`src/rtl/tx_frame_ctrl.sv`:
```
// Transmit sequencer: accepts a byte, drives it through the external encoder,
// then serialises the encoded byte as start, 8 data bits MSB-first, even parity, stop.
module tx_frame_ctrl #(
    parameter int CLKS_PER_BIT = 4
) (
    input  logic       clk,
    input  logic       reset,
    input  logic [7:0] in_data,
    input  logic       in_valid,
    output logic       in_ready,
    output logic [7:0] enc_in,
    input  logic [7:0] enc_out,
    output logic       tx_line,
    output logic       busy,
    output logic       done
);

    // state  | meaning
    // IDLE   | line high, waiting for a byte
    // ENCODE | enc_in stable for one cycle, encoder output captured at its end
    // START  | line low for one bit time
    // DATA   | eight encoded bits, MSB first
    // PARITY | even-parity bit over the data
    // STOP   | line high for one bit time, done in its last cycle
    localparam logic [2:0] IDLE   = 3'd0;
    localparam logic [2:0] ENCODE = 3'd1;
    localparam logic [2:0] START  = 3'd2;
    localparam logic [2:0] DATA   = 3'd3;
    localparam logic [2:0] PARITY = 3'd4;
    localparam logic [2:0] STOP   = 3'd5;

    localparam int CW = $clog2(CLKS_PER_BIT) + 1;
    localparam logic [CW-1:0] LAST_CLK = CW'(CLKS_PER_BIT - 1);

    logic [2:0]    r_state;
    logic [7:0]    r_enc_in;
    logic [7:0]    r_shift;
    logic          r_par;
    logic [2:0]    r_bit_cnt;
    logic [CW-1:0] r_clk_cnt;
    logic          w_bit_end;

    assign w_bit_end = (r_clk_cnt == LAST_CLK);

    always_ff @(posedge clk or posedge reset) begin
        if (reset) begin
            r_state   <= IDLE;
            r_enc_in  <= 8'h00;
            r_shift   <= 8'h00;
            r_par     <= 1'b0;
            r_bit_cnt <= 3'd0;
            r_clk_cnt <= '0;
        end else begin
            case (r_state)
                IDLE: begin
                    if (in_valid) begin
                        r_enc_in <= in_data;
                        r_state  <= ENCODE;
                    end
                end
                ENCODE: begin
                    r_shift   <= enc_out;
                    r_par     <= ^enc_out;
                    r_bit_cnt <= 3'd0;
                    r_clk_cnt <= '0;
                    r_state   <= START;
                end
                START, DATA, PARITY, STOP: begin
                    r_clk_cnt <= w_bit_end ? '0 : r_clk_cnt + 1'b1;
                    if (w_bit_end) begin
                        case (r_state)
                            START:  r_state <= DATA;
                            DATA: begin
                                if (r_bit_cnt == 3'd7) begin
                                    r_state <= PARITY;
                                end else begin
                                    r_shift   <= {r_shift[6:0], 1'b0};
                                    r_bit_cnt <= r_bit_cnt + 3'd1;
                                end
                            end
                            PARITY: r_state <= STOP;
                            default: r_state <= IDLE;
                        endcase
                    end
                end
                default: r_state <= IDLE;
            endcase
        end
    end

    // Line and status are decoded from registered state only.
    always_comb begin
        tx_line = 1'b1;
        case (r_state)
            START:   tx_line = 1'b0;
            DATA:    tx_line = r_shift[7];
            PARITY:  tx_line = r_par;
            default: tx_line = 1'b1;
        endcase
    end

    assign in_ready = (r_state == IDLE);
    assign busy     = (r_state != IDLE);
    assign done     = (r_state == STOP) && w_bit_end;
    assign enc_in   = r_enc_in;

endmodule

```
`config.mk`:
```
export PLATFORM = sky130hd
export DESIGN_NAME = tx_frame_ctrl
export DESIGN_NICKNAME = d
export VERILOG_FILES = /design/src/rtl/tx_frame_ctrl.sv
export SDC_FILE = /design/constraint.sdc
export NUM_CORES = 1
export LEC_CHECK = 0
export ABC_CLOCK_PERIOD_IN_PS = 4800
export CORE_AREA = 2 2 54 56
export CTS_BUF_LIST = sky130_fd_sc_hd__clkbuf_4 sky130_fd_sc_hd__clkbuf_8 sky130_fd_sc_hd__clkbuf_16
export DETAILED_ROUTE_END_ITERATION = 8
export DIE_AREA = 0 0 56 58
export PLACE_DENSITY = 0.9
export SKIP_LAST_GASP = 1
export SLEW_MARGIN = 20
export SYNTH_ARGS = -nofsm -noshare
export SYNTH_HDL_FRONTEND = slang
export SYNTH_SLANG_ARGS = --single-unit
export TNS_END_PERCENT = 30
```
`constraint.sdc`:
```
create_clock -name clk -period 4.8 [get_ports clk]
set_clock_uncertainty 0.2 [all_clocks]
set_input_delay 0.48 -clock clk [delete_from_list [all_inputs] [get_ports clk]]
set_output_delay 0.48 -clock clk [all_outputs]
set_load 0.01 [all_outputs]
```
==> out/qor.yml, run 1 <==
clock_tree:
  clockRootBuffer: "sky130_fd_sc_hd__clkbuf_4"
  numClockSinks: 26
  tritoncts: "built"
  cts_hold_buf: 0
  worst_setup_hold_path_clk_slew_ps: 130
  numCtsBuffers: 3
  cts_htree_levels: 1
  clk_path_buf_depth: 2
  cts_post_setup_buffers_inserted: 0
  clock_insertion_delay_at_the_later_pin_of_the_skew_report_ps: 310
  cts_resized: 0
synthesis:
  mappedNetlistArea_sq_mm: 0.00133
  synth_edf_count: 0
  synthesis.instances: 125
  syn_area_per_cell_sq_um: 10.6
  yosys-top-cells-area: "sky130_fd_sc_hd__dfrtp_1 49%, sky130_fd_sc_hd__mux2i_1 6.0%, sky130_fd_sc_hd__xnor2_1 5.3%, sky130_fd_sc_hd__mux2_2 5.1%, sky130_fd_sc_hd__a21oi_1 4.5%"
  synth_top_area_share_pct: 49.1
  ys.flop_type: "sky130_fd_sc_hd__dfrtp_1"
  yosysWarnings: 0
  postSynth.asyncResetShare_pct: 100
  synth.cells.most_frequent: "26 x sky130_fd_sc_hd__dfrtp_1, 14 x sky130_fd_sc_hd__nor2_1, 12 x sky130_fd_sc_hd__a21oi_1"
  ys_seq_elements: 26
  synth_largest_area_cell: "sky130_fd_sc_hd__dfrtp_1"
  synthesis.nets: 147
  synth.distinct_cells: 32
  seq_area_frac_synth_pct: 49.1
  post-synth-top-count-cell: "sky130_fd_sc_hd__dfrtp_1"
power_and_ir_drop:
  pwr-share-seq_pct: 54.1
  sw_pwr_mw: 0.143
  p_int_mw: 0.351
  power.density_mw_per_mm2: 301
  p_leak_nw: 0.675
  p_clk_share_pct: 17.9
  comb_power_share_pct: 28.1
  power.share.switching_pct: 28.9
  max-vdd-ir-drop_uv: 202
detailed_routing:
  vias: 982
  antenna_violating_nets_post_route: 0
  dr_vias_cell: 5.40
  1st_iter_drt_viols: 24
  detail_route.drc_violations: 0
  drt_first_pass_iters: 4
  route.final.wire_length_mm: 2.45
  routed_wire_length_per_instance_microns: 13.4
final_layout:
  final_nets: 175
  fin_area_sq_mm: 0.00164
  layout-drive-gt1-share_pct: 7.95
  antenna_fix_cells: 0
  n_fill_cell: 225
  areaGrowthSynthToFinish_pct: 23.9
place:
  placed_cell_area_sq_mm: 0.00162
  finalWeightedCongestion: 0.864
  dpl.hpwl_mm: 1.91
  buffer_ports.inserted: 30
  place_worst_setup_slack_ps: 2280
floorplan:
  die_height_microns: 58
  boundaryPins: 31
  rows: 19
  dieArea_sq_mm: 0.00325
  design.core.area_sq_mm: 0.00266
  die_w_microns: 56
  floorplan.initialDensity_pct: 49.8
grt:
  grt_pass1_wl_mm: 4.14
  first_global_vias: 962
  grt_start_max_net_pins: 27
  overflow: 0
  globalRouteTotalUtil_pct: 16.2
  antenna_found_initial: 0
hold_path:
  min-delay-path-class: "reg -> reg"
timing:
  maxSlewViolCount: 0
  timing_worst_slew_pin_value_ps: 948
  report.final.setup_viol: 0
  setup-tns-final_ps: 0
  hold-worst-slack_ps: 315
  final_critical_path_setup_slack_ps: 1930
  finalHoldViolCount: 0
  timing.max_slew.rel_slack_pct: 36.8
  min_period_ps: 2870
  min_period_over_period_pct: 59.8
  timing.fmax_ghz: 0.348
  grt_setup_unrepaired: "no"
critical_path:
  critPathCaptureType: "primary output"
  cp.arrival_ps: 2190
  max_fo_critical_path: 5
  cp.required_ps: 4120
  critical_path_class: "reg -> out"
  critical_path.startpoint_type: "register"
run:
  drv.max_cap_violation_count: 0
outcome:
  outcome: "finished clean"
-- layout make-up --
| cell class | instances | area [sq um] | share of cell area [%] |
|---|---|---|---|
| multi-input combinational | 87 | 612 | 37.2 |
| timing repair buffer | 30 | 300 | 18.3 |
| clock buffer | 3 | 22.5 | 1.37 |
| tap | 31 | 38.8 | 2.36 |
| inverter | 5 | 18.8 | 1.14 |
| sequential | 26 | 651 | 39.6 |
-- cells in the final DEF, fill, tap and decap left out, types with 2 or more instances in the layout --
cell type                          n
sky130_fd_sc_hd__mux2_2            6
sky130_fd_sc_hd__a21oi_1          12
sky130_fd_sc_hd__nand2_1           7
sky130_fd_sc_hd__inv_1             5
sky130_fd_sc_hd__nor2_1           14
sky130_fd_sc_hd__clkdlybuf4s50_1  30
sky130_fd_sc_hd__o21ai_0           3
sky130_fd_sc_hd__nand2b_1          2
sky130_fd_sc_hd__nor3_1            2
sky130_fd_sc_hd__mux2_1            3
sky130_fd_sc_hd__nand3b_1          2
sky130_fd_sc_hd__mux2i_1           8
sky130_fd_sc_hd__and2_1            2
sky130_fd_sc_hd__ha_1              3
sky130_fd_sc_hd__clkbuf_4          3
sky130_fd_sc_hd__nor2b_1           3
sky130_fd_sc_hd__dfrtp_1          26
sky130_fd_sc_hd__xnor2_1           8
-- critical path: stages, from the launching register on --
cell and delay, ps:
sky130_fd_sc_hd__dfrtp_1 450, sky130_fd_sc_hd__ha_1 230, sky130_fd_sc_hd__nor2b_1 320, sky130_fd_sc_hd__and2_1 210, sky130_fd_sc_hd__nor2b_1 140, sky130_fd_sc_hd__clkdlybuf4s50_1 540
-- cells by family (layout without fill, tap and decap cells) --
kind of cell,after synthesis,after routing,share of synthesized area (%)
AND/OR/NAND/NOR,36,36,13.8
flip-flops,26,26,49.1
AO/OA/AOI/OAI,23,23,10.6
multiplexers,17,17,13.7
buffers and inverters,12,38,4.81
XOR/XNOR,8,8,5.28
adder cells (fa/ha/maj),3,3,2.83
-- layer usage --
| metal | up-vias | GRT usage (%) | wire length [microns] |
|---|---|---|---|
| li1 | 479 | - | - |
| met1 | 467 | 19.3 | 1030 |
| met2 | 34 | 29.1 | 1240 |
| met3 | 2 | 3.13 | 154 |
| met4 | 0 | 6.12 | 21 |
| met5 | - | 0 | 0 |
-- sequential cells by signal (all words and copies together) (netlist names) --
name	cells
enc_in	8
r_bit_cnt	3
r_clk_cnt	3
r_par	1
r_shift	8
r_state	3
-- worst paths after layout --
kind | slack, ps | start | depth (start not counted) | to
setup / recovery | 1930 | r_clk_cnt[0] | 5 | done
min in group asynchronous | 470 | reset | 2 | enc_in[1]
hold reg to reg | 310 | enc_in[0] | 1 | enc_in[0]
max in group asynchronous | 3360 | reset | 2 | r_shift[6]
hold / removal | 310 | enc_in[0] | 1 | enc_in[0]
setup reg to reg | 2260 | r_bit_cnt[0] | 5 | r_bit_cnt[0]
-- power by group through the flow --
| stage | clock network [mW] | registers [mW] | logic (mW) |
|---|---|---|---|
| finish | 0.0882 | 0.267 | 0.139 |
| global route | 0.0977 | 0.271 | 0.155 |
| CTS | 0.0909 | 0.267 | 0.141 |
| detailed placement | 0 | 0.271 | 0.140 |
| global placement | 0 | 0.269 | 0.133 |
| floorplan | 0 | 0.267 | 0.0922 |
-- stage by stage --
step | util [%] | power, mW | instances
2_1_floorplan | - | 0.359 | 125
3_3_place_gp | 60.9 | 0.402 | 179
3_5_place_dp | 60.9 | 0.412 | 179
4_1_cts | 61.7 | 0.499 | 182
5_1_grt | 61.7 | 0.524 | 182
6_report | 61.7 | 0.494 | 182
Power figures use the tool's default switching activity.
==> run 2: changes to the inputs <==
--- a/config.mk
+++ b/config.mk
@@ -5,12 +5,12 @@
 export SDC_FILE = /design/constraint.sdc
 export NUM_CORES = 1
 export LEC_CHECK = 0
-export ABC_CLOCK_PERIOD_IN_PS = 4800
-export CORE_AREA = 2 2 54 56
+export ABC_CLOCK_PERIOD_IN_PS = 2600
+export CORE_AREA = 2 2 58 60
 export CTS_BUF_LIST = sky130_fd_sc_hd__clkbuf_4 sky130_fd_sc_hd__clkbuf_8 sky130_fd_sc_hd__clkbuf_16
 export DETAILED_ROUTE_END_ITERATION = 8
-export DIE_AREA = 0 0 56 58
-export PLACE_DENSITY = 0.9
+export DIE_AREA = 0 0 60 62
+export PLACE_DENSITY = 0.83
 export SKIP_LAST_GASP = 1
 export SLEW_MARGIN = 20
 export SYNTH_ARGS = -nofsm -noshare
==> constraint.sdc (replaced) <==
create_clock -name clk -period 2.6 [get_ports clk]
set_clock_uncertainty 0.2 [all_clocks]
set_input_delay 0.26 -clock clk [delete_from_list [all_inputs] [get_ports clk]]
set_output_delay 0.26 -clock clk [all_outputs]
set_load 0.01 [all_outputs]
==> run 2 against run 1 <==
  * Cell count grew 12%
  * Combinational power grew 91%
  * Critical path type unchanged
  * Setup slack lost 1800 ps
  * Critical path depth is the same
  * Critical endpoint unchanged
  * Design area grew 4.3%
  * Die area grew 15%
  * Largest cell class unchanged
  * First-iteration DRC count grew 21%
  * Sequential power grew 85%
  * Clock-buffer cell count grew 1
  * Via count grew 1.4%
  * Sequential cell count is the same
  * Register-to-register slack lost 1800 ps
==> out/qor.yml, run 2 (synthesis gave the netlist of run 1 again) <==
grt:
  grt_pass1_wl_mm: 4.17
  overflow: 0
  globalRouteTotalUtil_pct: 15.1
  antenna_found_initial: 0
  grt_start_max_net_pins: 27
  first_global_vias: 991
critical_path:
  timing.reg2reg.setup_slack_ps: 500
  critPathBufInv: 1
  max_fo_critical_path: 4
  cp.required_ps: 2140
  critPathTopFamily: "buffers and inverters"
  cp.arrival_ps: 2020
  timing.rr.start: "r_state[1]"
  r2r_worst_path_depth: 4
  critical_path_class: "reg -> out"
  cell_mode_on_critical_path: "sky130_fd_sc_hd__nor2b_1"
  critical_path.startpoint_type: "register"
  cp_cell_instances: "ha_1 > nor2b_1 > and2_1 > nor2b_1 > clkdlybuf4s50_1"
  reg2reg_to: "r_bit_cnt[0]"
  slowest_delay_ps: 540
  worst_path_max_delay_cell: "sky130_fd_sc_hd__clkdlybuf4s50_1"
  critPathCaptureType: "primary output"
timing:
  finalHoldViolCount: 0
  timing_worst_slew_pin_value_ps: 612
  report.final.setup_viol: 0
  min_period_over_period_pct: 95.2
  maxSlewViolCount: 0
  timing.max_slew.rel_slack_pct: 59.0
  setup-tns-final_ps: 0
  final_critical_path_setup_slack_ps: 125
  timing.fmax_ghz: 0.404
  min_period_ps: 2480
  grt_setup_unrepaired: "no"
place:
  dpl.hpwl_mm: 1.91
  place_worst_setup_slack_ps: 464
  place.detailed.instances: 198
  finalWeightedCongestion: 0.783
  buffer_ports.inserted: 30
power_and_ir_drop:
  finalPower_mw: 0.961
  max-vdd-ir-drop_uv: 471
  p_leak_nw: 0.708
  power.density_mw_per_mm2: 561
clock_tree:
  worst_setup_hold_path_clk_slew_ps: 140
  clk_path_buf_depth: 2
  numCtsBuffers: 3
  numClockSinks: 26
  cts_htree_levels: 1
  clock_insertion_delay_at_the_later_pin_of_the_skew_report_ps: 320
  tritoncts: "built"
  clockRootBuffer: "sky130_fd_sc_hd__clkbuf_4"
detailed_routing:
  vias: 996
  top_layer: "met3"
  antenna_violating_nets_post_route: 0
  routed_wire_length_per_instance_microns: 12.2
  dr_vias_cell: 4.91
  drt_first_pass_iters: 4
  detail_route.wirelength.met1_mm: 1.09
  route.met3.wl_microns: 120
  1st_iter_drt_viols: 29
  met2RoutedLength_mm: 1.26
  detail_route.drc_violations: 0
  route.final.wire_length_mm: 2.47
run:
  drv.max_cap_violation_count: 0
floorplan:
  boundaryPins: 31
  floorplan.initialDensity_pct: 41.7
  die_height_microns: 62
  design.core.area_sq_mm: 0.00318
  dieArea_sq_mm: 0.00372
  die_w_microns: 60
  rows: 21
final_layout:
  layout-drive-gt1-share_pct: 11.5
  final-instance-count-excl-fill: 203
  layout_commonest_cell: "sky130_fd_sc_hd__clkdlybuf4s50_1"
  antenna_fix_cells: 0
  final_nets: 180
  areaGrowthSynthToFinish_pct: 29.2
  layout.cells.most_common_list: "30 x sky130_fd_sc_hd__clkdlybuf4s50_1, 26 x sky130_fd_sc_hd__dfrtp_1, 14 x sky130_fd_sc_hd__nor2_1"
  utilization_pct: 53.9
  n_fill_cell: 285
hold_path:
  min-delay-path-class: "in -> async"
outcome:
  outcome: "finished clean"
==> run 2: cell count changes in the layout (fill, tap and decap cells not counted) <==
| cell | delta |
|---|---|
| sky130_fd_sc_hd__buf_4 | +5 |
| sky130_fd_sc_hd__clkbuf_8 | +1 |
==> run 2: timing repair <==
action,4_1_cts,5_1_grt
setup endpoints to repair,0,1
resized for setup,0,0
hold buffers,0,0
setup buffers,0,1
==> run 2: metrics by stage <==
stage                     cell area, sq um  hold slack, ps
after floorplan                       1330             100
after global placement                1670             269
after detailed placement              1670             293
after CTS                             1710            75.0
after global routing                  1710             106
final                                 1710            71.5
==> run 2: layout make-up <==
cell class / instances / area (sq um) / share of cell area (%)
Sequential cell: 26 / 651 / 38.0
Multi-Input combinational cell: 87 / 612 / 35.7
Timing Repair Buffer: 35 / 338 / 19.7
Tap cell: 46 / 57.6 / 3.36
Clock buffer: 4 / 36.3 / 2.12
Inverter: 5 / 18.8 / 1.10
==> run 2: how the worst max path moves through the flow <==
stage / startpoint / cells after the start / endpoint
after global routing: r_clk_cnt[0] / 5 / done
after global placement: r_state[1] / 4 / r_bit_cnt[0]
after floorplan: r_bit_cnt[0] / 6 / r_bit_cnt[0]
after detailed placement: r_clk_cnt[0] / 5 / done
after CTS: r_clk_cnt[0] / 5 / done
final: r_clk_cnt[0] / 5 / done
==> run 2: report_power, final <==
group / total [mW] / internal [mW] / switching, mW
Sequential: 0.493 / 0.455 / 0.0383
Clock: 0.203 / 0.0857 / 0.117
Combinational: 0.266 / 0.149 / 0.116
Total: 0.961 / 0.690 / 0.271
==> run 2: worst min-delay path, delay by kind of cell <==
family	cells	cell delay (ps)
buffers and inverters	3	750
==> run 2: per-layer routing <==
metal	vias to the layer above	GRT usage [%]
li1	494	-
met1	475	17.1
met2	27	29.2
met3	0	4.55
met4	0	0.952
met5	-	0
==> run 3: changes to the inputs <==
--- a/config.mk
+++ b/config.mk
@@ -10,6 +10,7 @@
 export CTS_BUF_LIST = sky130_fd_sc_hd__clkbuf_4 sky130_fd_sc_hd__clkbuf_8 sky130_fd_sc_hd__clkbuf_16
 export DETAILED_ROUTE_END_ITERATION = 8
 export DIE_AREA = 0 0 60 62
+export HOLD_SLACK_MARGIN = 0.15
 export PLACE_DENSITY = 0.83
 export SKIP_LAST_GASP = 1
 export SLEW_MARGIN = 20
==> run 3 against run 2 <==
  * First-iteration DRC count rose by 3.4%
  * Maximum frequency barely moved
  * Die area did not move
  * Power barely moved
  * Clock power barely moved
  * Clock-buffer cell count did not move
  * Setup slack barely moved
  * Critical path type unchanged
  * Hold slack improved by 240 ps
  * Routed wire length rose by 0.45%
==> out/qor.yml, run 3 (synthesis gave the netlist of run 1 again) <==
outcome:
  outcome: "finished clean"
clock_tree:
  cts_htree_levels: 1
  clk_path_buf_depth: 2
  tritoncts: "built"
  numCtsBuffers: 3
  clockRootBuffer: "sky130_fd_sc_hd__clkbuf_4"
  numClockSinks: 26
  clock_insertion_delay_at_the_later_pin_of_the_skew_report_ps: 320
  worst_setup_hold_path_clk_slew_ps: 140
  cts_resized: 0
critical_path:
  cp.arrival_ps: 2020
  slowest_delay_ps: 540
  cp.required_ps: 2140
  critical_path_class: "reg -> out"
  cell_mode_on_critical_path: "sky130_fd_sc_hd__nor2b_1"
  critPathCaptureType: "primary output"
  cp_cell_instances: "ha_1 > nor2b_1 > and2_1 > nor2b_1 > clkdlybuf4s50_1"
  critPathBufInv: 1
  worst_path_max_delay_cell: "sky130_fd_sc_hd__clkdlybuf4s50_1"
  critPathTopFamily: "buffers and inverters"
  max_fo_critical_path: 4
  critical_path.startpoint_type: "register"
final_layout:
  final_nets: 181
  areaGrowthSynthToFinish_pct: 29.9
  layout-drive-gt1-share_pct: 11.4
  antenna_fix_cells: 0
  layout_commonest_cell: "sky130_fd_sc_hd__clkdlybuf4s50_1"
  layout.cells.most_common_list: "30 x sky130_fd_sc_hd__clkdlybuf4s50_1, 26 x sky130_fd_sc_hd__dfrtp_1, 14 x sky130_fd_sc_hd__nor2_1"
detailed_routing:
  antenna_violating_nets_post_route: 0
  drt_first_pass_iters: 4
  1st_iter_drt_viols: 30
  routed_wire_length_per_instance_microns: 12.2
  dr_vias_cell: 4.90
  route.final.wire_length_mm: 2.48
  vias: 999
  detail_route.drc_violations: 0
grt:
  antenna_found_initial: 0
  globalRouteTotalUtil_pct: 15.1
  first_global_vias: 991
  grt_pass1_wl_mm: 4.17
  grt_start_max_net_pins: 27
  overflow: 0
place:
  dpl.hpwl_mm: 1.91
  finalWeightedCongestion: 0.783
  buffer_ports.inserted: 30
hold_path:
  min-delay-path-class: "reg -> reg"
floorplan:
  floorplan.initialDensity_pct: 41.7
  die_w_microns: 60
  die_height_microns: 62
  boundaryPins: 31
  dieArea_sq_mm: 0.00372
  design.core.area_sq_mm: 0.00318
  rows: 21
timing:
  min_period_ps: 2480
  grt_setup_unrepaired: "no"
  maxSlewViolCount: 0
  timing_worst_slew_pin_value_ps: 612
  timing.fmax_ghz: 0.404
  report.final.setup_viol: 0
  finalHoldViolCount: 0
  min_period_over_period_pct: 95.2
  setup-tns-final_ps: 0
  timing.max_slew.rel_slack_pct: 59.0
power_and_ir_drop:
  finalPower_mw: 0.962
  p_leak_nw: 0.712
  max-vdd-ir-drop_uv: 469
  power.density_mw_per_mm2: 559
run:
  drv.max_cap_violation_count: 0
## run 3: changes by cell type in the layout (fill, tap and decap cells not counted), sizes merged
cell and change:
dlygate4sd3 +1
## run 3: final timing paths
kind	startpoint	to	slack (ps)	depth (start not counted)
worst max register to register	r_state[1]	r_bit_cnt[0]	500	4
worst max-delay path	r_clk_cnt[0]	done	120	5
max in group asynchronous	reset	r_clk_cnt[1]	1330	4
min in group asynchronous	reset	enc_in[7]	620	4
worst min-delay path	enc_in[0]	enc_in[0]	320	1
worst min register to register	enc_in[0]	enc_in[0]	320	1
## run 3: power breakdown
group / leakage, nW / switching, mW / internal, mW / total, mW
clock network: 0.0210 / 0.116 / 0.0857 / 0.202
logic: 0.377 / 0.117 / 0.150 / 0.267
registers: 0.314 / 0.0384 / 0.455 / 0.493
total: 0.712 / 0.271 / 0.691 / 0.962
## run 3: area by class of cell
| class | count | area, sq um |
|---|---|---|
| Tap cell | 46 | 57.6 |
| Fill cell | 284 | 1460 |
| Timing Repair Buffer | 36 | 348 |
| Clock buffer | 4 | 36.3 |
| Multi-Input combinational cell | 87 | 612 |
| Inverter | 5 | 18.8 |
| Sequential cell | 26 | 651 |
## run 3: through the flow
step                hold WS, ps  cell area [sq um]  cells  util [%]  setup WS, ps
floorplan                   100               1330    125         -           518
global placement            269               1670    198      52.5           541
detailed placement          293               1670    198      52.5           464
CTS                         320               1720    203      54.0          82.2
global route                316               1720    204      54.2          8.75
finish                      315               1720    204      54.2           124
## run 3: timing repair
| action | 4_1_cts | 5_1_grt |
|---|---|---|
| hold endpoints to repair | 26 | 0 |
| hold buffers | 1 | 0 |
| buffers inserted | 0 | 1 |
| endpoints found under the setup margin | 0 | 1 |
## run 3: per-layer routing
layer	global-route usage (%)	up-vias	part of all wire, %
li1	-	496	-
met2	29.2	27	51
met1	17.1	476	44
met3	4.55	0	4.8
met4	0.952	0	0
met5	0	-	0
## run 3: worst reg2reg max path, delay by kind of cell, from the launching register on
family	cells	cell delay, ps
simple gates	3	840
flops	1	660
mux	1	300
